`src/rtl/cpu_run_ctrl_pkg.sv`:
```
// cpu_run_ctrl_pkg: shared widths, state and command encodings
// for the run/debug controller of the 4-bit core.
package cpu_run_ctrl_pkg;

  localparam int CTRL_ADDR_W = 5;
  localparam int CTRL_DATA_W = 8;
  localparam int CTRL_CNT_W  = 8;
  localparam int CTRL_ARG_W  =
    (CTRL_ADDR_W > CTRL_DATA_W) ? CTRL_ADDR_W : CTRL_DATA_W;

  typedef logic [CTRL_ADDR_W-1:0] addr_t;
  typedef logic [CTRL_DATA_W-1:0] data_t;

  typedef enum logic [2:0] {
    HOLD = 3'd0,
    RUN  = 3'd1,
    STEP = 3'd2,
    HALT = 3'd3
  } ctrl_state_t;

  typedef enum logic [2:0] {
    LOAD_ADDR = 3'd0,
    WRITE     = 3'd1,
    SET_BP    = 3'd2,
    CLR_BP    = 3'd3,
    RUN_CMD   = 3'd4,
    STOP      = 3'd5,
    STEP_CMD  = 3'd6,
    RESET_CPU = 3'd7
  } cmd_op_t;

endpackage

```
`src/rtl/cpu_bp_match.sv`:
```
// cpu_bp_match: breakpoint register, comparator and skip flag.
// Ports: set/clr/arg update the bp, arm_skip/retire drive skip_bp, bp_hit out.
module cpu_bp_match
  import cpu_run_ctrl_pkg::*;
#(
  parameter int ADDR_W = CTRL_ADDR_W
) (
  input  logic              clock,
  input  logic              reset,
  input  logic              set_bp,
  input  logic              clr_bp,
  input  logic [ADDR_W-1:0] bp_arg,
  input  logic              arm_skip,
  input  logic              retire,
  input  logic              run_active,
  input  logic [ADDR_W-1:0] cpu_addr,
  output logic              bp_hit
);

  logic              bp_en;
  logic [ADDR_W-1:0] bp_addr;
  logic              skip_bp;

  always_ff @(posedge clock) begin
    if (reset) begin
      bp_en   <= 1'b0;
      bp_addr <= '0;
      skip_bp <= 1'b0;
    end else begin
      if (set_bp) begin
        bp_addr <= bp_arg;
        bp_en   <= 1'b1;
      end else if (clr_bp) begin
        bp_en <= 1'b0;
      end
      // resuming from HALT must not re-trip on the parked address
      if (arm_skip)
        skip_bp <= 1'b1;
      else if (retire)
        skip_bp <= 1'b0;
    end
  end

  assign bp_hit = run_active && bp_en &&
                  (cpu_addr == bp_addr) && !skip_bp;

endmodule

```
`src/rtl/cpu_run_ctrl.sv`:
```
// cpu_run_ctrl: loads program memory, holds/releases the core, and gates
// it via cpu_en. Ports: cmd_* handshake, cpu_* core control, mem_* writes, status.
module cpu_run_ctrl
  import cpu_run_ctrl_pkg::*;
#(
  parameter int ADDR_W = CTRL_ADDR_W,
  parameter int DATA_W = CTRL_DATA_W,
  parameter int CNT_W  = CTRL_CNT_W,
  localparam int ARG_W = (ADDR_W > DATA_W) ? ADDR_W : DATA_W
) (
  input  logic              clock,
  input  logic              reset,
  input  logic              cmd_valid,
  output logic              cmd_ready,
  input  logic [2:0]        cmd_op,
  input  logic [ARG_W-1:0]  cmd_arg,
  output logic              cpu_rst_n,
  output logic              cpu_en,
  input  logic [ADDR_W-1:0] cpu_addr,
  output logic              mem_we,
  output logic [ADDR_W-1:0] mem_waddr,
  output logic [DATA_W-1:0] mem_wdata,
  output logic [2:0]        state_o,
  output logic [CNT_W-1:0]  retired,
  output logic              err
);

  ctrl_state_t       state;
  cmd_op_t           op;
  logic [ADDR_W-1:0] ptr;
  logic              accept;
  logic              bp_hit;
  logic              retire;

  assign op        = cmd_op_t'(cmd_op);
  assign cmd_ready = (state != STEP);
  assign accept    = cmd_valid && cmd_ready;
  assign state_o   = state;
  assign retire    = cpu_en && cpu_rst_n;

  // a hit freezes the core in the same cycle so bp_addr never executes
  always_comb begin
    cpu_en = 1'b0;
    unique case (1'b1)
      (state == RUN):  cpu_en = !bp_hit;
      (state == STEP): cpu_en = 1'b1;
      default:         cpu_en = 1'b0;
    endcase
  end

  cpu_bp_match #(
    .ADDR_W (ADDR_W)
  ) u_bp (
    .clock      (clock),
    .reset      (reset),
    .set_bp     (accept && op == SET_BP),
    .clr_bp     (accept && op == CLR_BP),
    .bp_arg     (cmd_arg[ADDR_W-1:0]),
    .arm_skip   (accept && op == RUN_CMD && state == HALT),
    .retire     (retire),
    .run_active (state == RUN),
    .cpu_addr   (cpu_addr),
    .bp_hit     (bp_hit)
  );

  always_ff @(posedge clock) begin
    if (reset) begin
      state     <= HOLD;
      cpu_rst_n <= 1'b0;
      mem_we    <= 1'b0;
      mem_waddr <= '0;
      mem_wdata <= '0;
      ptr       <= '0;
      retired   <= '0;
      err       <= 1'b0;
    end else begin
      mem_we <= 1'b0;

      if (retire && retired != '1)
        retired <= retired + 1'b1;

      if (state == STEP || bp_hit)
        state <= HALT;

      // state is never STEP here: cmd_ready is low there
      if (accept) begin
        unique case (op)
          LOAD_ADDR: ptr <= cmd_arg[ADDR_W-1:0];
          WRITE: begin
            if (state == RUN) begin
              err <= 1'b1;
            end else begin
              mem_we    <= 1'b1;
              mem_waddr <= ptr;
              mem_wdata <= cmd_arg[DATA_W-1:0];
              ptr       <= ptr + 1'b1;
            end
          end
          SET_BP, CLR_BP: ;
          RUN_CMD: begin
            if (state != RUN) begin
              state     <= RUN;
              cpu_rst_n <= 1'b1;
            end
          end
          STOP: begin
            if (state == RUN)
              state <= HALT;
          end
          STEP_CMD: begin
            if (state == RUN) begin
              err <= 1'b1;
            end else begin
              state     <= STEP;
              cpu_rst_n <= 1'b1;
            end
          end
          RESET_CPU: begin
            state     <= HOLD;
            cpu_rst_n <= 1'b0;
            retired   <= '0;
          end
          default: err <= 1'b1;
        endcase
      end
    end
  end

endmodule

```
`config.mk`:
```
export PLATFORM = sky130hd
export DESIGN_NAME = cpu_run_ctrl
export DESIGN_NICKNAME = d
export VERILOG_FILES = /design/src/rtl/cpu_run_ctrl_pkg.sv /design/src/rtl/cpu_bp_match.sv /design/src/rtl/cpu_run_ctrl.sv
export SDC_FILE = /design/constraint.sdc
export NUM_CORES = 1
export LEC_CHECK = 0
export ABC_CLOCK_PERIOD_IN_PS = 1900
export BUFFER_PORTS_ARGS = -buffer_cell sky130_fd_sc_hd__buf_2
export CAP_MARGIN = 20
export CORE_MARGIN = 2
export CORE_UTILIZATION = 47
export CTS_CLUSTER_SIZE = 30
export DETAILED_ROUTE_END_ITERATION = 10
export PLACE_DENSITY = 0.79
export SKIP_CTS_REPAIR_TIMING = 1
export SLEW_MARGIN = 15
export SYNTH_ARGS = -nofsm -noshare
export SYNTH_HDL_FRONTEND = slang
export SYNTH_SLANG_ARGS = --single-unit
```
`constraint.sdc`:
```
create_clock -name clock -period 1.9 [get_ports clock]
set_clock_uncertainty 0.2 [all_clocks]
set_input_delay 0 -clock clock [delete_from_list [all_inputs] [get_ports clock]]
set_output_delay 0 -clock clock [all_outputs]
set_load 0.01 [all_outputs]
```
After elaboration in Yosys (flattened, before gate mapping)
Index checks and enable logic that the tools add are counted.
W data, S select, Z words.
{"block": "word_totals", "in_bits": 19, "out_inout_bits": 29, "elab_cells": 77, "register_bits": 39}
{"block": "classes", "n_bitwise": 3, "n_addsub": 2, "mux": 20, "eq_ne": 17, "reduce_logical": 24}
{"cell": "$mux W8", "n": 3}
{"cell": "$mux W3", "n": 5}
{"cell": "$eq A3 B2 Y1 const B", "n": 4}
{"cell": "$eq A3 B3 Y1 const B", "n": 4}
{"cell": "$pmux W3 S4", "n": 1}
{"cell": "$logic_and A1 B1 Y1", "n": 10}
{"cell": "$pmux W5 S2", "n": 1}
{"cell": "$reduce_and A3 Y1", "n": 3}
{"cell": "$add A8 B1 Y8 const B", "n": 1}
{"cell": "$ne A8 B8 Y1 const B", "n": 1}
{"cell": "$mux W1", "n": 7}
{"cell": "$eq A3 B1 Y1 const B", "n": 2}
{"cell": "$reduce_bool A2 Y1", "n": 3}
{"cell": "$add A5 B1 Y5 const B", "n": 1}
{"cell": "$eq A5 B5 Y1", "n": 1}
{"cell": "$mux W5", "n": 1}
{"cell": "$ne A2 B2 Y1 const B", "n": 2}
{"cell": "$reduce_and A4 Y1", "n": 1}
{"cell": "$logic_not A3 Y1", "n": 1}
{"cell": "$ne A3 B1 Y1 const B", "n": 1}
{"cell": "$ne A3 B2 Y1 const B", "n": 1}
{"cell": "$not A1 Y1", "n": 3}
{"cell": "$pmux W1 S3", "n": 1}
{"cell": "$reduce_bool A3 Y1", "n": 1}
{"cell": "6 further kinds", "n": 7}

Longest topological paths before layout
{"block": "logic_depth", "depth_word": 11, "depth_mapped": 7, "depth_no_buf": 6}

Cells and area by module
Synthesis repeated with hierarchy kept, for this count alone.
{"block": "hier_totals", "hier_cells": 215, "area_unflattened_um2": 1889.3}
{"mod": "cpu_run_ctrl", "cells_each": 183, "area_per_inst_um2": 1585.3, "seq_area_each_um2": 640.6, "n_inst": 1}
{"mod": "cpu_bp_match", "cells_each": 32, "area_per_inst_um2": 304.0, "seq_area_each_um2": 140.1, "n_inst": 1}

Worst setup path after synthesis
No wires, ideal clock.
{"block": "synth_timing", "path_type": "register -> register", "startpoint": "register state[1] (netlist: state_o[1])", "endpoint": "register retired[3]", "path_slack_ns": -0.245, "arrival_time_ns": 1.886, "path_stages_with_launch": 7, "path_buffers": 1, "setup_time_ns": 0.059, "synth_period_minus_slack_ns": 2.145, "t_required_ns": 1.641, "path_cell_list": "dfxtp_1 > or3b_1 > buf_6 > and2_4 > a31o_4 > or4_1 > nand2_1"}
{"block": "synth_between", "word_cells_on_any_way": 14, "cone_classes": "eq/ne: 3; mux: 4; reduce/logical: 7"}
{"element": "start: declaration", "line_no": "cpu_run_ctrl.sv:28", "rtl": "ctrl_state_t state;"}
{"element": "start signal: assignment", "line_no": "cpu_run_ctrl.sv:68", "rtl": "state <= HOLD;"}
{"element": "start signal: assignment", "line_no": "cpu_run_ctrl.sv:83", "rtl": "state <= HALT;"}
{"element": "start signal: assignment", "line_no": "cpu_run_ctrl.sv:102", "rtl": "state <= RUN;"}
{"element": "$ne A3 B2 Y1", "line_no": "cpu_run_ctrl.sv:36", "rtl": "assign cmd_ready = (state != STEP);"}
{"element": "net cmd_ready", "line_no": "cpu_run_ctrl.sv:14", "rtl": "output logic cmd_ready,"}
{"element": "$logic_and A1 B1 Y1", "line_no": "cpu_run_ctrl.sv:37", "rtl": "assign accept = cmd_valid && cmd_ready;"}
{"element": "$mux W8", "line_no": "cpu_run_ctrl.sv:86", "rtl": "if (accept) begin"}
{"element": "end signal: assignment", "line_no": "cpu_run_ctrl.sv:80", "rtl": "retired <= retired + 1'b1;"}
{"element": "end: declaration", "line_no": "cpu_run_ctrl.sv:24", "rtl": "output logic [CNT_W-1:0] retired,"}
The timed path passes the listed nets, and every way through them passes these cells.
A chain may end at the register's enable or synchronous reset.

Worst setup path after layout
{"block": "layout_timing", "startpoint": "register state[1] (netlist: state_o[1])", "endpoint": "register retired[3]"}
{"block": "layout_between", "elab_chain_cells": 11, "word_cells_on_any_way": 14, "cone_classes": "eq/ne: 3; mux: 4; reduce/logical: 7"}
{"element": "$eq A3 B1 Y1", "line_no": "cpu_run_ctrl.sv:45, cpu_run_ctrl.sv:61"}
{"element": "$logic_and A1 B1 Y1 (2 in a row)", "line_no": "cpu_bp_match.sv:44", "rtl": "assign bp_hit = run_active && bp_en &&"}
{"element": "$logic_and A1 B1 Y1", "line_no": "cpu_bp_match.sv:45", "rtl": "(cpu_addr == bp_addr) && !skip_bp;"}
{"element": "$logic_not A1 Y1", "line_no": "cpu_run_ctrl.sv:45", "rtl": "(state == RUN): cpu_en = !bp_hit;"}
{"element": "$pmux W1 S2", "line_no": "cpu_run_ctrl.sv:44", "rtl": "unique case (1'b1)"}
{"element": "$logic_and A1 B1 Y1", "line_no": "cpu_run_ctrl.sv:39", "rtl": "assign retire = cpu_en && cpu_rst_n;"}
{"element": "$logic_and A1 B1 Y1", "line_no": "cpu_run_ctrl.sv:79", "rtl": "if (retire && retired != '1)"}
{"element": "$mux W8", "line_no": "cpu_run_ctrl.sv:79"}
{"element": "$mux W8", "line_no": "cpu_run_ctrl.sv:87", "rtl": "unique case (op)"}
{"element": "$mux W8 (*)", "line_no": "cpu_run_ctrl.sv:86"}
Every way passes the cells marked *; elsewhere a longest branch is shown, timed or not.

==> run metrics <==
register area share after synthesis between 40% and 50%; final setup TNS -0.008650 ns; Cell Pwr Density 627.3 nW/µm²; Placer Congestion 0.8325; Post-Place Cells ~320; r2r setup slk -0.009 ns; gr usage total 21.27%; Lkg Pwr 0.001167 µW; Root Buffer clkbuf_8; final net count around 320; Initial Util 49.73%; Worst-Margin Slew 0.6299 ns; FMAX 0.5239 GHz; Starting DRT DRC Count 73; Post-synth EDFFs 0; global-route wire length before repair a little over 7 mm; top cell family by delay on the critical path simple AND/OR/NAND/NOR gates; Port Buffers 47; Worst Path Max Fanout 13; Die ar. 4450 µm²; failing checks setup timing; Top FF cell, synth dfxtp_1; total chip power 1628 µW; Hold Path Depth 3; CTS tree yes; ANT cells 0; Hold Path Origin cmd_op[0]; most common cell in the netlist dfxtp_1; Synth Cell Area 1848 µm²; DRT antenna net count 0; CP required around 1.9 ns; Most Crowded Layer GR met2; CTS max path bufs 2; met1 GRT Util 26.67%; max incr delay on CP 0.48 ns; footprint of the multi-input gates 1081 µm²; Die Y approximately 67 µm; r2r startpoint state_o[1]; grt total ovfl 0; final hold vios 0; crit path cell chain or3b_4 > a21boi_4 > o21ai_4 > or4_1 > nand2_1; peak supply drop 0.4803 mV; M2 GR Usage 36.00%; largest net degree at the start of global routing 33; clock tree sinks 39; Netlist cell types 40; period utilisation layout 100.5%; Yosys warnings 0; dominant cell type by area after synthesis dfxtp_1; number of core rows 22; post-synth top area share a little over two fifths; Hold/Removal Path Class in -> reg; top cells by count, synth 39 x dfxtp_1, 32 x nor2_1, 18 x mux2i_1; Seq. cell area 787.0 µm²; Synth Area per Inst 8.556 µm²; Die X around 67 µm; layout cells sized above 1 33.00%; Core Region 3716 µm²; clk_lat worst skew between 0.2 and 0.3 ns; max-cap violations 0; CP Capture Type flop; routed wire length 4.844 mm; R2R cell count 5; status finished with violations; Post-Layout Cell Count 345; drt first pass iters 4; worst hold slack 0.01175 ns; fill count 305; CP Data Arrival Time 1.95 ns; Post-synth ARST share 0%; Setup CP Type reg -> reg; Buffers & Inverters on Critical Path 0; Vias/cell between 5 and 6; routed vias 1,878; vias in the first global route 1,615; initial antenna violation count 0; post-DP HPWL between 3 and 4 mm; hold endpoint state_o[2]; I/O pin count 48; fin. max-slew vios 0; Slew headroom 58.01%; critical path startpoint category flop; residual DRC count 0; flop and latch count out of synthesis 39; Final WS setup -0.008650 ns; GR Layer Usage met3 roughly 4.7%; unrepaired setup endpoints after global routing yes; CTS clk-pin slew, worst paths about 0.07 ns; syn_nets 237; # setup viols final 1; Final min period 1.909 ns; critical path's slowest cell or4_1; Area contributors post-synth dfxtp_1 42%, mux2i_1 9.7%, nor2_1 6.5%; Syn-to-layout area delta 40.42%; H-tree depth 2; CTS Buf Count 5; reg2reg end retired[3]; Post-Synthesis Cells 216; WL per Instance 14.04 µm
==> per-stage QoR <==
stage	util, %	setup WS, ns	instance area [µm²]
after detailed placement	61.35	-0.07988	2280
after global placement	61.35	-0.02815	2280
after floorplan	-	-0.05237	1879
final	69.83	-0.008650	2595
after global routing	69.83	-0.06894	2595
after CTS	63.70	-0.1321	2367
==> cell usage in the layout, fill, tap and decap left out, types with 2 or more instances in the layout <==
cell type      netlist  layout
nor2b_1              2       2
a31oi_1              3       2
dfxtp_1             39      36
ha_1                 2       2
clkbuf_8             0       6
xnor2_1              5       5
or3_1                3       3
buf_4                0      22
or3b_4               0       2
nand2_1             12      12
nor3_1               6       6
a21oi_1             15      13
nand3_1             11      10
o21ai_0             14      10
buf_6                1       4
buf_2                3      48
nor2_1              32      32
o21a_1               4       4
dfxtp_2              0       2
inv_1                5       5
o211ai_1             3       3
and2_1               3       3
o21ai_1              1       4
a21oi_2              0       2
mux2i_1             18      17
dlygate4sd3_1        0      11
o31ai_1              2       2
nand4_1              4       4
nor3b_1              3       3
or4_1                3       3
==> per-layer routing <==
metal	part of all wire [%]	vias to the layer above	wire length, µm
li1	-	935	-
met1	43	880	2080
met2	50	56	2445
met3	5.2	7	254
met4	1.3	0	63
met5	0	-	0
==> power by group <==
group / internal (µW) / switching (µW)
Clock: 285 / 277
Combinational: 109 / 114
Sequential: 832 / 11.8
==> worst min-delay path, stage by stage <==
cell and delay [ns]:
buf_2 0.18, nand2b_1 0.16, a211oi_1 0.11
==> final cells by class <==
type                            count  share of cell area [%]
Clock buffer                        6                   3.182
Clock inverter                      1                  0.1929
Inverter                            5                  0.7232
Multi-Input combinational cell    161                   41.66
Sequential cell                    39                   30.33
Tap cell                           48                   2.314
Timing Repair Buffer               85                   21.60
==> logic make-up after synthesis <==
group,Yosys count,synth area share (%)
AOI/OAI and AO/OA,48,16.18
xor gates and xnor gates,5,2.370
adders and majority gates,2,1.354
buffers and inverters,16,3.926
DFF,39,42.25
muxes,18,9.749
and+or+nand+nor,88,24.17
==> worst max path at each step <==
| stage | start | to | cells after the start |
|---|---|---|---|
| 6_report | state_o[1] | retired[3] | 5 |
| 5_1_grt | state_o[1] | retired[4] | 5 |
| 4_1_cts | state_o[1] | u_bp.bp_addr[1] | 6 |
| 3_5_place_dp | state_o[1] | u_bp.bp_addr[1] | 6 |
| 3_3_place_gp | state_o[1] | retired[5] | 5 |
| 2_1_floorplan | state_o[1] | retired[0] | 7 |
==> flip-flops by register name, summed over array words and instances (netlist names) <==
register      flops
mem_wdata         8
retired           8
mem_waddr         5
ptr               5
u_bp.bp_addr      5
state_o           3
cpu_rst_n         1
err               1
mem_we            1
u_bp.bp_en        1
u_bp.skip_bp      1
(Power assumes the default switching activity.)
